<file path="config.mk">
export PLATFORM = sky130hd
export DESIGN_NAME = l2_mem_arbiter
export DESIGN_NICKNAME = d
export VERILOG_FILES = /design/src/rtl/l2_mem_arbiter.sv
export SDC_FILE = /design/constraint.sdc
export NUM_CORES = 1
export LEC_CHECK = 0
export BUFFER_PORTS_ARGS = -buffer_cell sky130_fd_sc_hd__buf_2
export CAP_MARGIN = 20
export CORE_AREA = 5 5 330 332
export CTS_CLUSTER_DIAMETER = 60
export DETAILED_ROUTE_END_ITERATION = 10
export DIE_AREA = 0 0 335 337
export GPL_TIMING_DRIVEN = 0
export PLACE_DENSITY = 0.31
export SETUP_SLACK_MARGIN = 0.5
export SYNTH_ARGS = -nofsm -noshare
export SYNTH_HDL_FRONTEND = slang
export SYNTH_SLANG_ARGS = --single-unit
</file>
<file path="constraint.sdc">
create_clock -name clk -period 4.2 [get_ports clk]
set_input_delay 0.84 -clock clk [delete_from_list [all_inputs] [get_ports clk]]
set_output_delay 0.84 -clock clk [all_outputs]
set_load 0.03 [all_outputs]
</file>
<file path="src/rtl/l2_mem_arbiter.sv">
`default_nettype none
// ============================================================================
//  Module      : l2_mem_arbiter
//  Description : Shares one slow-memory line port between the I-side and
//                D-side miss/write-back ports of the L2 cache. One whole
//                line transaction is granted at a time, its command is
//                latched, and the completion pulse is routed to the owner.
//  Revision    : 1.0 - initial release
// ============================================================================
module l2_mem_arbiter #(
  parameter int ADDR_W    = 28,
  parameter int DATA_W    = 128,
  parameter int PRIO_MODE = 0
) (
  input  logic              clk,
  input  logic              rst_n,
  // I-side requester
  input  logic              l2i_read,
  input  logic              l2i_write,
  input  logic [ADDR_W-1:0] l2i_addr,
  input  logic [DATA_W-1:0] l2i_wdata,
  output logic [DATA_W-1:0] l2i_rdata,
  output logic              l2i_ready,
  // D-side requester
  input  logic              l2d_read,
  input  logic              l2d_write,
  input  logic [ADDR_W-1:0] l2d_addr,
  input  logic [DATA_W-1:0] l2d_wdata,
  output logic [DATA_W-1:0] l2d_rdata,
  output logic              l2d_ready,
  // Memory port
  output logic              mem_read,
  output logic              mem_write,
  output logic [ADDR_W-1:0] mem_addr,
  output logic [DATA_W-1:0] mem_wdata,
  input  logic [DATA_W-1:0] mem_rdata,
  input  logic              mem_ready,
  // Debug
  output logic              grant_d,
  output logic              busy
);

  typedef enum logic [1:0] {
    ST_IDLE    = 2'd0,
    ST_GRANT   = 2'd1,
    ST_RELEASE = 2'd2
  } state_t;

  state_t              state_q,     state_d;
  logic                mem_read_q,  mem_read_d;
  logic                mem_write_q, mem_write_d;
  logic [ADDR_W-1:0]   mem_addr_q,  mem_addr_d;
  logic [DATA_W-1:0]   mem_wdata_q, mem_wdata_d;
  logic                grant_d_q,   grant_d_d;
  // Round-robin history: 1 when the D side owned the last finished transaction
  logic                last_d_q,    last_d_d;

  logic                w_req_i;
  logic                w_req_d;
  logic                w_pick_d;
  logic                w_in_grant;

  // A side requests when either command bit is up; read+write together is
  // passed through untouched.
  assign w_req_i = l2i_read | l2i_write;
  assign w_req_d = l2d_read | l2d_write;

  generate
    if (PRIO_MODE == 1) begin : g_fixed_prio
      // D side wins whenever it asks
      assign w_pick_d = w_req_d;
    end else begin : g_round_robin
      // D wins if it is alone, or on a tie when I was served last
      assign w_pick_d = w_req_d & (~w_req_i | ~last_d_q);
    end
  endgenerate

  // Next-state and command-latch computation for the grant FSM
  always_comb begin
    state_d     = state_q;
    mem_read_d  = mem_read_q;
    mem_write_d = mem_write_q;
    mem_addr_d  = mem_addr_q;
    mem_wdata_d = mem_wdata_q;
    grant_d_d   = grant_d_q;
    last_d_d    = last_d_q;

    case (state_q)
      ST_IDLE: begin
        if (w_req_i | w_req_d) begin
          state_d   = ST_GRANT;
          grant_d_d = w_pick_d;
          if (w_pick_d) begin
            mem_read_d  = l2d_read;
            mem_write_d = l2d_write;
            mem_addr_d  = l2d_addr;
            mem_wdata_d = l2d_wdata;
          end else begin
            mem_read_d  = l2i_read;
            mem_write_d = l2i_write;
            mem_addr_d  = l2i_addr;
            mem_wdata_d = l2i_wdata;
          end
        end
      end

      ST_GRANT: begin
        // Command stays frozen until memory completes the line
        if (mem_ready) begin
          state_d     = ST_RELEASE;
          last_d_d    = grant_d_q;
          mem_read_d  = 1'b0;
          mem_write_d = 1'b0;
        end
      end

      ST_RELEASE: begin
        // One dead cycle so two memory commands never abut
        state_d = ST_IDLE;
      end

      default: begin
        state_d     = ST_IDLE;
        mem_read_d  = 1'b0;
        mem_write_d = 1'b0;
      end
    endcase
  end

  // State and latched command registers, cleared asynchronously
  always_ff @(posedge clk or negedge rst_n) begin
    if (!rst_n) begin
      state_q     <= ST_IDLE;
      mem_read_q  <= 1'b0;
      mem_write_q <= 1'b0;
      mem_addr_q  <= '0;
      mem_wdata_q <= '0;
      grant_d_q   <= 1'b0;
      last_d_q    <= 1'b0;
    end else begin
      state_q     <= state_d;
      mem_read_q  <= mem_read_d;
      mem_write_q <= mem_write_d;
      mem_addr_q  <= mem_addr_d;
      mem_wdata_q <= mem_wdata_d;
      grant_d_q   <= grant_d_d;
      last_d_q    <= last_d_d;
    end
  end

  assign w_in_grant = (state_q == ST_GRANT);

  // Completion pulse goes only to the owner and only while a grant is live
  assign l2i_ready = mem_ready & w_in_grant & ~grant_d_q;
  assign l2d_ready = mem_ready & w_in_grant &  grant_d_q;

  // Read data is broadcast; the ready pulse qualifies it
  assign l2i_rdata = mem_rdata;
  assign l2d_rdata = mem_rdata;

  assign mem_read  = mem_read_q;
  assign mem_write = mem_write_q;
  assign mem_addr  = mem_addr_q;
  assign mem_wdata = mem_wdata_q;

  assign grant_d   = grant_d_q;
  assign busy      = (state_q != ST_IDLE);

endmodule
`default_nettype wire

</file>
After elaboration in Yosys (flattened, before gate mapping)
Index checks and enable logic that the tools add are counted.
Widths: inputs -> output; s select.
{ "op_classes": {"n_eq_ne": 4, "n_mux": 12, "bitwise_logic": 12, "n_reduce_logical": 6} }
{ "op_table": {"columns": ["op", "count"], "rows": [
  ["$mux 128", 1],
  ["$mux 28", 1],
  ["$pmux 1 s3", 2],
  ["$reduce_and 2->1", 3],
  ["$mux 1", 5],
  ["$and 1x1->1", 4],
  ["$mux 2", 2],
  ["$ne 2x2->1 const B", 2],
  ["$not 1->1", 4],
  ["$or 1x1->1", 4],
  ["$pmux 2 s2", 1],
  ["$reduce_and 3->1", 1],
  ["$eq 2x1->1 const B", 1],
  ["$eq 2x2->1 const B", 1],
  ["$logic_not 2->1", 1],
  ["$reduce_bool 2->1", 1]
]} }
{ "word_totals": {"reg_bits": 162, "output_inout_bits": 418} }

Logic depth before layout (Yosys ltp)
{ "depth": {"word_depth": 7, "ltp_mapped": 6} }

Worst setup path before layout
OpenSTA, ideal clock, no wires.
{ "synth_path": {"path_type": "input port to output port", "start": "input port mem_ready", "end": "output port l2i_ready", "arrival_time_ns": 1.552, "slack_ns": 1.808, "stages": 2, "n_path_buf": 0, "path_cell_list": "nand2_1 > nor3_1"} }
{ "synth_via": {"elab_chain_cells": 2} }
{ "synth_lines": {"columns": ["element", "line_no", "rtl"], "rows": [
  ["from (decl)", "37", "input logic mem_ready,"],
  ["$and 1x1->1 (2 in a row)", "154", "assign l2i_ready = mem_ready & w_in_grant & ~grant_d_q;"],
  ["to (decl)", "23", "output logic l2i_ready,"]
]} }
No other way between the ends.

Worst setup path after layout
{ "layout_path": {"start": "register state_q[0]", "end": "output port busy"} }
{ "layout_via": {"elab_chain_cells": 1} }
{ "layout_lines": {"columns": ["element", "line_no", "rtl"], "rows": [
  ["from (decl)", "49", "state_t state_q, state_d;"],
  ["from (signal assigned)", "141", "state_q <= state_d;"],
  ["$reduce_bool 2->1", "167", "assign busy = (state_q != ST_IDLE);"],
  ["to (decl)", "40", "output logic busy"]
]} }
No other way between the ends.

==> key figures <==
Clock tree
  – Clock latency on the worst-skew pair: 0.49 ns
  – Number of gates resized after CTS: 0
  – CTS sink cnt: 162
  – Clock transition at the registers of the reported paths: 0.09 ns
  – Post-CTS setup buffers: 0
  – H-Tree Depth: 4
  – Num CTS Buffers: 17
  – CTS Hold Buffers Added: 0
  – Deepest clock path buffer count: 2
  – CTS tree: yes
  – CTS root buffer: clkbuf_16

Timing
  – Unrepaired setup endpoints after global routing: no
  – Rel. slew slack: 32.9%
  – Final setup violation count: 0
  – Final Hold Slack: around 0.31 ns
  – Worst Max-Slew Pin Slew: 1.01 ns
  – Final hold viol count: 0
  – Setup_tns: 0 ns
  – Max Fclk: 0.334 GHz
  – Clock skew: 0.0231 ns
  – Period Utilization, post-route: a little under three quarters
  – Fin crit period: 2.99 ns
  – Max-slew violations: 0

Critical path
  – Worst path bufs/invs: 3
  – Crit path cell chain: or2_1 > buf_4 > clkbuf_1 > buf_2
  – Crit-path max FO: 10
  – CP required: 3.36 ns
  – Kind of critical path: reg2out
  – CP Launch Point: state_q[0]
  – CP Capture Type: output port
  – CP max stage cell: clkbuf_1
  – Reg-to-Reg Start: last_d_q
  – Cell family with most CP delay: buffers and inverters
  – Crit path launch type: flip-flop
  – Worst path max stage delay: 0.53 ns
  – Arrival @ worst endpoint: 2.15 ns

Global route
  – Tot GR Track Use: 13.5%
  – Total gr overflow: 0
  – Largest net degree at the start of global routing: between 80 and 90
  – Vias in the first global route: 12300
  – Initial antenna violation count: 46
  – First-pass GRT wire length: roughly 110 mm

Floorplan
  – Starting Density: under 10%
  – Row count: 120
  – Core Area: 106000 um^2
  – Top Ports: 865
  – Chip width: 335 um
  – Die area: 113000 um^2
  – Die height: 337 um

Route
  – First drt pass iteration count: 5
  – Routed wire per std cell: 25.0 um
  – Vias: approximately 12000
  – Antenna viol nets, final: 0
  – Final WL: 80.8 mm
  – Vias per cell: 3.65
  – Initial drt markers: 565
  – DRC viols: 0

Run
  – Max Cap Viol: 0

Pwr
  – Total power: 10.6 mW
  – PwrDens: 643 nW/um^2
  – Peak VDD IR: between 0.0002 and 0.0003 V
  – Leakage: 7.51 nW

Synthesis
  – Mapped Area: a little over 10000 um^2
  – Register bit count reported by yosys: 162
  – Synth Net Count: 1483
  – Mapped Cells: around 1000
  – Synth area leaders: dfrtp_1 40%, buf_4 20%, a2bb2oi_1 13%
  – EDFF count, synth: 0
  – Synth warn: 0
  – FFs w/ async S/R, synth: 100%
  – Most common cell in the netlist: buf_4
  – Distinct cells, synth: 26
  – Post-synth top cells: 273 x buf_4, 162 x dfrtp_1, 158 x o21ai_0
  – Top cell type by total area after synthesis: dfrtp_1
  – Ys flop type: dfrtp_1
  – Yosys top cell area share: 39.5%
  – Seq/Total Area, Yosys: 39.5%
  – Mapped Avg Cell Area: 9.91 um^2

Cells and area
  – Fin cells: 3231
  – Final nets: roughly 2200
  – Layout area overhead: 60.0%
  – Share of layout cells above drive strength 1: between 60% and 70%

Run status
  – Run status: complete, no violations

Placed design
  – GP Congestion: 0.936
  – # port buffers: 736
  – Post-DP HPWL: between 60 and 70 mm
  – DP Cell Count: 3176

Worst hold path
  – Hold Crit Class: in2async
==> state kept, by name (all words and copies together) (netlist names) <==
signal,flops
mem_wdata,128
mem_addr,28
state_q,2
grant_d,1
last_d_q,1
mem_read,1
mem_write,1
==> path summary, 6_finish.rpt <==
check / to / slack [ns] / depth (start not counted)
setup / recovery: busy / 1.21 / 4
hold / removal: mem_wdata[104] / 0.31 / 1
setup reg to reg: mem_wdata[75] / 1.52 / 5
hold reg to reg: mem_write / 0.53 / 2
max in group asynchronous: mem_wdata[51] / 2.82 / 2
min in group clk: mem_write / 0.53 / 2
==> stage by stage <==
stage	setup slack, ns	utilization (%)	area, um^2
2_1_floorplan	1.81	-	10300
6_report	1.21	15.5	16400
3_3_place_gp	-1.07	14.8	15700
5_1_grt	1.00	15.5	16400
4_1_cts	1.02	15.4	16400
3_5_place_dp	0.792	14.8	15700
==> layer usage <==
| layer | wire length, um | track usage (%) |
|---|---|---|
| met5 | 227 | 0 |
| met4 | 1160 | 2.90 |
| met3 | 7350 | 4.83 |
| met1 | 31300 | 15.4 |
| met2 | 40700 | 24.0 |
==> layout make-up <==
| type | count | area, um^2 |
|---|---|---|
| clock buffer | 17 | 425 |
| multi-input combinational | 496 | 3710 |
| timing repair buffer | 737 | 3720 |
| fill | 12200 | 89600 |
| buffer | 376 | 2490 |
| sequential | 162 | 4050 |
| antenna | 23 | 57.6 |
| inverter | 2 | 7.51 |
| clock inverter | 15 | 195 |
| tap | 1403 | 1760 |
==> report_power, final <==
part / switching, mW / total (mW) / internal (mW)
combinational: 4.01 / 5.89 / 1.89
clock: 0.881 / 1.84 / 0.960
sequential: 0.495 / 2.82 / 2.32
==> cell usage in the layout, fill, tap and decap left out, types with 3 or more instances in the layout <==
| master | n |
|---|---|
| dfrtp_1 | 162 |
| buf_1 | 3 |
| diode_2 | 23 |
| clkbuf_1 | 55 |
| inv_8 | 3 |
| a2bb2oi_1 | 156 |
| nand2_1 | 3 |
| inv_6 | 6 |
| clkbuf_16 | 17 |
| nor2_1 | 3 |
| bufinv_16 | 3 |
| buf_2 | 779 |
| buf_4 | 273 |
| o21ai_0 | 158 |
| a311oi_1 | 156 |
==> cells by family (layout without fill, tap and decap cells) <==
group	Yosys count	after routing	share of synthesized area, %
AO/OA/AOI/OAI	478	478	34.9
flip-flops	162	162	39.5
other	0	23	0
buffers and inverters	378	1147	24.3
multiplexers	1	1	0.110
AND/OR/NAND/NOR	17	17	1.11
==> worst reg2reg max path, delay by kind of cell, from the launching register on <==
| kind | cells | cell delay, ns |
|---|---|---|
| AOI/OAI and AO/OA | 3 | 0.97 |
| DFF | 1 | 0.48 |
| buffers and inverters | 2 | 1.18 |
(Power assumes the default switching activity.)
